===== src/rtl/sincos_pkg.sv =====
// sincos_pkg: ATAN table, CORDIC gain constant, Q8 limits and FSM states for sincos_cordic.
package sincos_pkg;
    localparam int ONE_Q8       = 256;
    localparam int MINUS_ONE_Q8 = -256;

    typedef enum logic [1:0] {S_IDLE, S_ROTATE, S_DONE} state_t;

    // atan(2^-i) in units of 1/65536 turn
    function automatic logic [16:0] atan_lut(input logic [3:0] i);
        case (i)
            4'd0:    return 17'd8192;
            4'd1:    return 17'd4836;
            4'd2:    return 17'd2555;
            4'd3:    return 17'd1297;
            4'd4:    return 17'd651;
            4'd5:    return 17'd326;
            4'd6:    return 17'd163;
            4'd7:    return 17'd81;
            4'd8:    return 17'd41;
            4'd9:    return 17'd20;
            4'd10:   return 17'd10;
            4'd11:   return 17'd5;
            4'd12:   return 17'd3;
            4'd13:   return 17'd1;
            4'd14:   return 17'd1;
            default: return 17'd0;
        endcase
    endfunction

    function automatic int k_const(input int frac);
        return $rtoi(0.6072529 * $itor(1 << frac) + 0.5);
    endfunction
endpackage


===== src/rtl/cordic_stage.sv =====
// cordic_stage: one combinational CORDIC micro-rotation in rotation mode.
module cordic_stage
    import sincos_pkg::*;
#(
    parameter int W = 17
) (
    input  logic signed [W-1:0] i_x,
    input  logic signed [W-1:0] i_y,
    input  logic signed [16:0]  i_z,
    input  logic        [3:0]   i_i,
    output logic signed [W-1:0] o_x,
    output logic signed [W-1:0] o_y,
    output logic signed [16:0]  o_z
);
    logic signed [W-1:0] w_xs, w_ys;
    logic signed [16:0]  w_atan;
    logic                w_d;

    assign w_xs   = i_x >>> i_i;
    assign w_ys   = i_y >>> i_i;
    assign w_atan = signed'(atan_lut(i_i));
    assign w_d    = ~i_z[16];
    assign o_x    = w_d ? i_x - w_ys : i_x + w_ys;
    assign o_y    = w_d ? i_y + w_xs : i_y - w_xs;
    assign o_z    = w_d ? i_z - w_atan : i_z + w_atan;
endmodule


===== src/rtl/sincos_cordic.sv =====
// sincos_cordic: iterative CORDIC angle -> Q8 sin/cos; SINCOS_ROUND_EN selects round-half-up
// instead of truncating Q8 conversion.
module sincos_cordic
    import sincos_pkg::*;
#(
    parameter int ITER = 14,
    parameter int FRAC = 14
) (
    input  logic               clk_in,
    input  logic               rst_in,
    input  logic        [15:0] angle_in,
    input  logic               angle_valid_in,
    output logic               angle_ready_out,
    output logic signed [15:0] sin_out,
    output logic signed [15:0] cos_out,
    output logic               valid_out
);
    localparam int W  = FRAC + 3;
    localparam int SH = FRAC - 8;
    localparam logic signed [W-1:0] K_X = W'(k_const(FRAC));

    state_t              r_state;
    logic signed [W-1:0] r_x, r_y;
    logic signed [16:0]  r_z;
    logic        [3:0]   r_i;
    logic                r_flip;

    logic signed [W-1:0] w_x_n, w_y_n;
    logic signed [16:0]  w_z_n, w_z0;
    logic signed [15:0]  w_zf, w_cos, w_sin;
    logic signed [W:0]   w_xe, w_ye, w_cx, w_sy, w_cn, w_sn;
    logic                w_flip;

    cordic_stage #(.W(W)) u_stage (
        .i_x(r_x), .i_y(r_y), .i_z(r_z), .i_i(r_i),
        .o_x(w_x_n), .o_y(w_y_n), .o_z(w_z_n)
    );

    // Fold quadrants 1 and 2 onto the +/-90 deg range and negate the result later
    assign w_flip = angle_in[15] ^ angle_in[14];
    assign w_zf   = signed'(w_flip ? angle_in ^ 16'h8000 : angle_in);
    assign w_z0   = w_zf;

    assign w_xe = r_x;
    assign w_ye = r_y;
`ifdef SINCOS_ROUND_EN
    localparam logic signed [W:0] RND = (W+1)'(1 << (FRAC - 9));
    assign w_cx = (w_xe + RND) >>> SH;
    assign w_sy = (w_ye + RND) >>> SH;
`else
    assign w_cx = w_xe >>> SH;
    assign w_sy = w_ye >>> SH;
`endif
    assign w_cn  = r_flip ? -w_cx : w_cx;
    assign w_sn  = r_flip ? -w_sy : w_sy;
    assign w_cos = w_cn > ONE_Q8 ? 16'(ONE_Q8) : w_cn < MINUS_ONE_Q8 ? 16'(MINUS_ONE_Q8) : w_cn[15:0];
    assign w_sin = w_sn > ONE_Q8 ? 16'(ONE_Q8) : w_sn < MINUS_ONE_Q8 ? 16'(MINUS_ONE_Q8) : w_sn[15:0];

    assign angle_ready_out = r_state == S_IDLE;

    always_ff @(posedge clk_in or posedge rst_in) begin
        if (rst_in) begin
            r_state   <= S_IDLE;
            r_x       <= '0;
            r_y       <= '0;
            r_z       <= '0;
            r_i       <= '0;
            r_flip    <= 1'b0;
            sin_out   <= '0;
            cos_out   <= 16'(ONE_Q8);
            valid_out <= 1'b0;
        end else begin
            valid_out <= 1'b0;
            case (r_state)
                S_IDLE: if (angle_valid_in) begin
                    r_x     <= K_X;
                    r_y     <= '0;
                    r_z     <= w_z0;
                    r_i     <= '0;
                    r_flip  <= w_flip;
                    r_state <= S_ROTATE;
                end
                S_ROTATE: begin
                    r_x <= w_x_n;
                    r_y <= w_y_n;
                    r_z <= w_z_n;
                    r_i <= r_i + 4'd1;
                    if (r_i == 4'(ITER - 1)) r_state <= S_DONE;
                end
                S_DONE: begin
                    sin_out   <= w_sin;
                    cos_out   <= w_cos;
                    valid_out <= 1'b1;
                    r_state   <= S_IDLE;
                end
                default: r_state <= S_IDLE;
            endcase
        end
    end
endmodule


===== config.mk =====
export PLATFORM = sky130hd
export DESIGN_NAME = sincos_cordic
export DESIGN_NICKNAME = d
export VERILOG_FILES = /design/src/rtl/sincos_pkg.sv /design/src/rtl/cordic_stage.sv /design/src/rtl/sincos_cordic.sv
export SDC_FILE = /design/constraint.sdc
export NUM_CORES = 1
export LEC_CHECK = 0
export CORE_MARGIN = 4
export CORE_UTILIZATION = 57
export CTS_BUF_LIST = sky130_fd_sc_hd__clkbuf_8
export CTS_CLUSTER_SIZE = 40
export DETAILED_ROUTE_END_ITERATION = 7
export PLACE_DENSITY_LB_ADDON = 0.12
export SLEW_MARGIN = 20
export SYNTH_ARGS = -nofsm -noshare
export SYNTH_HDL_FRONTEND = slang
export SYNTH_SLANG_ARGS = --single-unit

===== constraint.sdc =====
create_clock -name clk_in -period 4.5 [get_ports clk_in]
set_input_delay 0.9 -clock clk_in [delete_from_list [all_inputs] [get_ports clk_in]]
set_output_delay 0.9 -clock clk_in [all_outputs]
set_load 0.02 [all_outputs]

-- After elaboration in Yosys (flattened, before gate mapping)
Memories as Yosys holds them, arrays and structs flattened.
Cells that the tools add are included.
- register bits: 91
- memory bits (read-only): 224
- input port bits: 19
- output and inout port bits: 34
- logic and storage cells: 59
- memories kept: 1
- add/subtract/negate cells: 9
- magnitude comparators: 4
- equal/unequal tests: 5
- shift operators: 2
- mux-type cells: 22
- bitwise gates (word level): 2
- reduce and logical (&&, ||, !) cells: 5
- memories (memory ; depth ; width ; rd ports ; clocked after memory_dff ; wr ports ; RTL line ; text):
    (name not given) ; 16 ; 14 ; 1 ; 0 ; 0 ; sincos_pkg.sv:10 ; case (i)
- operator list (kind ; number):
    two-way mux 17 bit ; 6
    case mux 17 bit (2 select lines) ; 3
    two-way mux 16 bit ; 5
    adder 17 bit ; 3
    subtractor 17 bit ; 3
    greater-than comparator 18 x 10 -> 1 bit (second input constant) ; 2
    < comparator 18 x 9 -> 1 bit (second input constant) ; 2
    two-way mux 18 bit ; 2
    negator 11 -> 18 bit ; 2
    >>> shifter 17 x 4 -> 17 bit ; 2
    case mux 4 bit (2 select lines) ; 1
    AND reduction 2 bit ; 3
    adder 4 x 1 -> 4 bit (second input constant) ; 1
    equality test 4 bit (second input constant) ; 1
    two-way mux 2 bit ; 2
    two-way mux 4 bit ; 1
    inequality test 2 bit (second input constant) ; 2
    case mux 2 bit (2 select lines) ; 1
    equality test 2 x 1 -> 1 bit (second input constant) ; 1
    equality test 2 bit (second input constant) ; 1
    logical NOT 2 bit ; 1
    nonzero test 2 bit ; 1
    two-way mux 1 bit ; 1
    inverter 1 bit ; 1
    XOR 1 bit ; 1

-- Depth between registers and ports, before layout
- word-level depth: 5
- depth in mapped cells: 25
- mapped depth without buffers: 21

-- Cells and area by module
From an unflattened synthesis, not the netlist that was laid out.
- cell total of the unflattened synthesis: 1176
- area total of the unflattened synthesis: 9596.7 um^2
- modules (own cells, without submodules) (module ; instances ; cells each ; area an instance (um^2) ; seq. area each (um^2)):
    cordic_stage ; 1 ; 667 ; 5104.9 ; 0.0
    sincos_cordic ; 1 ; 509 ; 4491.8 ; 2278.4

-- Worst setup path before layout
OpenSTA, ideal clock, no wires.
- path kind: register to register
- start: reg r_i[0]
- end: reg r_y[13]
- library setup time: 0.122 ns
- arrival: 4.370 ns
- required time: 4.378 ns
- slack: 0.008 ns
- cell stages (with the launch flop): 22
- buffers on the path: 3
- clock period less this slack: 4.492 ns
- cell sequence: dfrtp_1 > buf_6 > clkbuf_8 > buf_4 > mux4_2 > and2_1 > a211oi_1 > a21oi_1 > inv_1 > ha_1 > mux2_2 > inv_1 > ha_1 > nor2b_1 > o21ai_0 > a21boi_0 > o211ai_1 > a21oi_1 > o311ai_0 > a21oi_1 > or3_1 > a32o_1
- longest elaborated chain between the ends: 4
- elaborated cells on any way between the ends: 5
- those cells by class: add/sub: 2; shift: 1; mux: 2
- RTL lines (what ; RTL line ; text):
    start: declaration ; sincos_cordic.sv:25 ; logic [3:0] r_i;
    start signal: assignment ; sincos_cordic.sv:87 ; r_i <= r_i + 4'd1;
    >>> shifter 17 x 4 -> 17 bit * ; cordic_stage.sv:19 ; assign w_xs = i_x >>> i_i;
    adder 17 bit or subtractor 17 bit (tied branches) ; cordic_stage.sv:24 ; assign o_y = w_d ? i_y + w_xs : i_y - w_xs;
    two-way mux 17 bit * ; cordic_stage.sv:24 ;
    case mux 17 bit (2 select lines) * ; sincos_cordic.sv:74 ; case (r_state)
    end signal: assignment ; sincos_cordic.sv:85 ; r_y <= w_y_n;
    end: declaration ; sincos_cordic.sv:23 ; logic signed [W-1:0] r_x, r_y;
Every way passes the cells marked *; elsewhere a longest branch is shown, timed or not.
A chain may end at the register's enable or synchronous reset.

-- Worst setup path in the final report
Same ends and word-level chain as after synthesis.

==> flow_metrics.tcl <==
set metrics [dict create \
    die_w_um 137.5 \
    clk_latency_ns 0.41 \
    h-tree-depth 3 \
    r2r_slack_ns 0.08 \
    synth-edff-count 0 \
    worstPathArrival_ns 4.72 \
    grt_pass1_vias 8331 \
    cts_hold_buf 0 \
    clk_path_buf_depth 2 \
    place_area_sq_um 10810 \
    max_freq_mhz 226.1 \
    yosysSeqAreaShare_pct 23.84 \
    ant_nets 0 \
    period_minus_slack_ns 4.423 \
    gp_congestion 0.9914 \
    avgSynthCellArea_sq_um 8.274 \
    hp-start "sin_out[2]" \
    grt_pass1_wl_mm 43.57 \
    ios 53 \
    wl_per_cell_um 18.98 \
    fin_area_sq_um 11760 \
    synth_cell_types 82 \
    tightest_slew_ns 1.033 \
    synthCells 1155 \
    synth_top_area_share_pct 23.57 \
    grt_antenna_before_repair 0 \
    synth.cell_area_sq_um 9557 \
    die_y_um 137.5 \
    avgViaCountPerCell 6.201 \
    dpl.cell_count 1452 \
    clk_pin_slew_ns 0.11 \
    finalSetupViolCount 0 \
    path_class "flop to flop" \
    clock-sinks 91 \
    cts_tree "yes" \
    setup_tns_ns 0 \
    yosys.area.top_type "dfrtp_1" \
    min_to "sin_out[2]" \
    dieArea_sq_um 18900 \
    start_util_pct 57.83 \
    crit_required_ns 4.80 \
    dr.pass1.iters 5 \
    synth_most_common_cell "nand2_1" \
    slew_violations 0 \
    grt_max_degree 66 \
    area_growth_pct 23.10 \
    drive_gt1_share_pct 21.97 \
    drc_errors 0 \
    end_kind "flop" \
    hold_viol_final 0 \
    cp-start-kind "flop" \
    synth_common_cells "nand2_1, nor2_1, dfrtp_1, a21oi_1, o21ai_0" \
    yosys-top-cells-area "dfrtp_1, ha_1, mux4_2, nand2_1, a21oi_1" \
    drv_cap 0 \
    async_reset_ff_share_pct 100.0 \
    skew_ns 0.01117 \
    r2r_end "r_y[13]" \
    period_share_pct 98.29 \
    synth_warnings 0 \
    rows 47 \
    nNetsFinal 1361 \
    drtIter0Drc 1021 \
    io_buffers 52 \
    crit_fanout 4 \
    synth-seq-cells 91 \
    post-route-util_pct 71.19 \
    fin_cells 1499 \
    hold_path.class "flop to flop" \
    status "completed" \
    cts_buffers 9 \
    core_sq_um 16520 \
    rsz0062_at_grt "yes" \
    grt_overflow 0 \
    clock-root-buffer "clkbuf_8" \
    r2r-start "r_i[0]" \
    synth-main-ff-cell "dfrtp_1" \
    fillers 1300 \
    hold_depth 2 \
    wl_mm 28.45 \
    n_antenna_cell 0 \
    dp_hpwl_mm 20.09 \
    via_count 9295 \
    syn-num-nets 1242 \
    r2r_cells 20 \
    relSlewSlack_pct 30.96 \
    grt_usage_pct 28.99 \
]
## kinds of logic (layout without fill, tap and decap cells)
kind of cell               Yosys count  count (layout)  synth area share (%)
and+or+nand+nor                    394             394                 19.59
AOI/OAI and AO/OA                  327             327                 22.28
buffers and inverters              124             248                 5.734
DFF                                 91              91                 23.84
xor gates and xnor gates            88              88                 8.065
adders and majority gates           68              68                 9.139
muxes                               63              63                 11.35
## how the worst max path moves through the flow
stage | slack (ns) | from | end | cells past startpoint
global placement | 0.02 | r_i[0] | r_x[13] | 16
CTS | 0.006 | r_i[0] | r_x[15] | 19
detailed placement | -0.07 | r_i[0] | r_y[13] | 19
global route | -0.11 | r_i[1] | r_x[15] | 21
finish | 0.08 | r_i[0] | r_y[13] | 20
floorplan | 0.008 | r_i[0] | r_y[13] | 21
## layout by cell type (no fill, tap or decap), drive strengths merged, types with 7 or more instances in the layout
master         instances
buf                  132
nand2                122
nor2                 109
dfrtp                 90
a21oi                 82
o21ai                 71
ha                    65
clkdlybuf4s50         52
inv                   48
xor2                  46
xnor2                 42
nand3                 39
mux4                  33
a31oi                 31
nor3                  26
o21a                  21
mux2i                 21
nand2b                19
o31ai                 18
and3                  15
a21o                  14
and2                  14
a211oi                13
clkbuf                12
o21bai                11
nor2b                 11
or3                   10
o211ai                10
mux2                   9
a22o                   8
or2                    7
## critical path, stage by stage (launching register included)
cell and delay [ns]:
dfrtp_2 0.45, buf_6 0.13, buf_4 0.12, mux4_2 0.46
buf_6 0.15, or3_4 0.38, a311oi_4 0.36, buf_4 0.18
nand2_1 0.07, inv_2 0.07, nor2_1 0.05, xor2_1 0.15
ha_1 0.36, buf_6 0.15, nand3_1 0.07, a21oi_2 0.05
o311ai_1 0.30, buf_4 0.17, a21oi_2 0.05, or3_1 0.34
a32o_1 0.27
## registers in the layout, summed over array words and instances, names as in the netlist
name	flops
r_x	17
r_y	17
r_z	17
cos_out	16
sin_out	16
r_i	4
r_state	2
r_flip	1
valid_out	1
## timing repair
item	CTS	global route
buffers inserted	7	23
endpoints found under the hold margin	0	0
setup endpoints to repair	5	18
gates resized for setup	10	99
cloned	0	3
pin swaps	1	46
## through the flow
step / hold slack, ns / setup WS [ns]
2_1_floorplan: 0.4787 / 0.008221
3_3_place_gp: 0.4602 / 0.01717
3_5_place_dp: 0.4703 / -0.07021
4_1_cts: 0.4950 / 0.006454
5_1_grt: 0.5100 / -0.1108
6_report: 0.4892 / 0.07683
## final cells by class
cell class                      count  area [sq um]  share of cell area, %
Sequential cell                    91          2282                  19.40
Inverter                           45         177.7                  1.510
Clock buffer                        9         123.9                  1.053
Clock inverter                      7         76.32                 0.6488
Timing Repair Buffer              187          1670                  14.20
Tap cell                          220         275.3                  2.340
Multi-Input combinational cell    940          7158                  60.85
## routing by layer
| metal | global-route usage, % | share of wire, % |
|---|---|---|
| met4 | 8.038 | 1.8 |
| met2 | 44.66 | 45 |
| met1 | 43.02 | 45 |
| met5 | 0 | 0 |
| met3 | 3.360 | 8.0 |
Power is left out: the tool's default activity adds up to more than one toggle a clock period on the data nets, which glitch-free logic cannot reach.
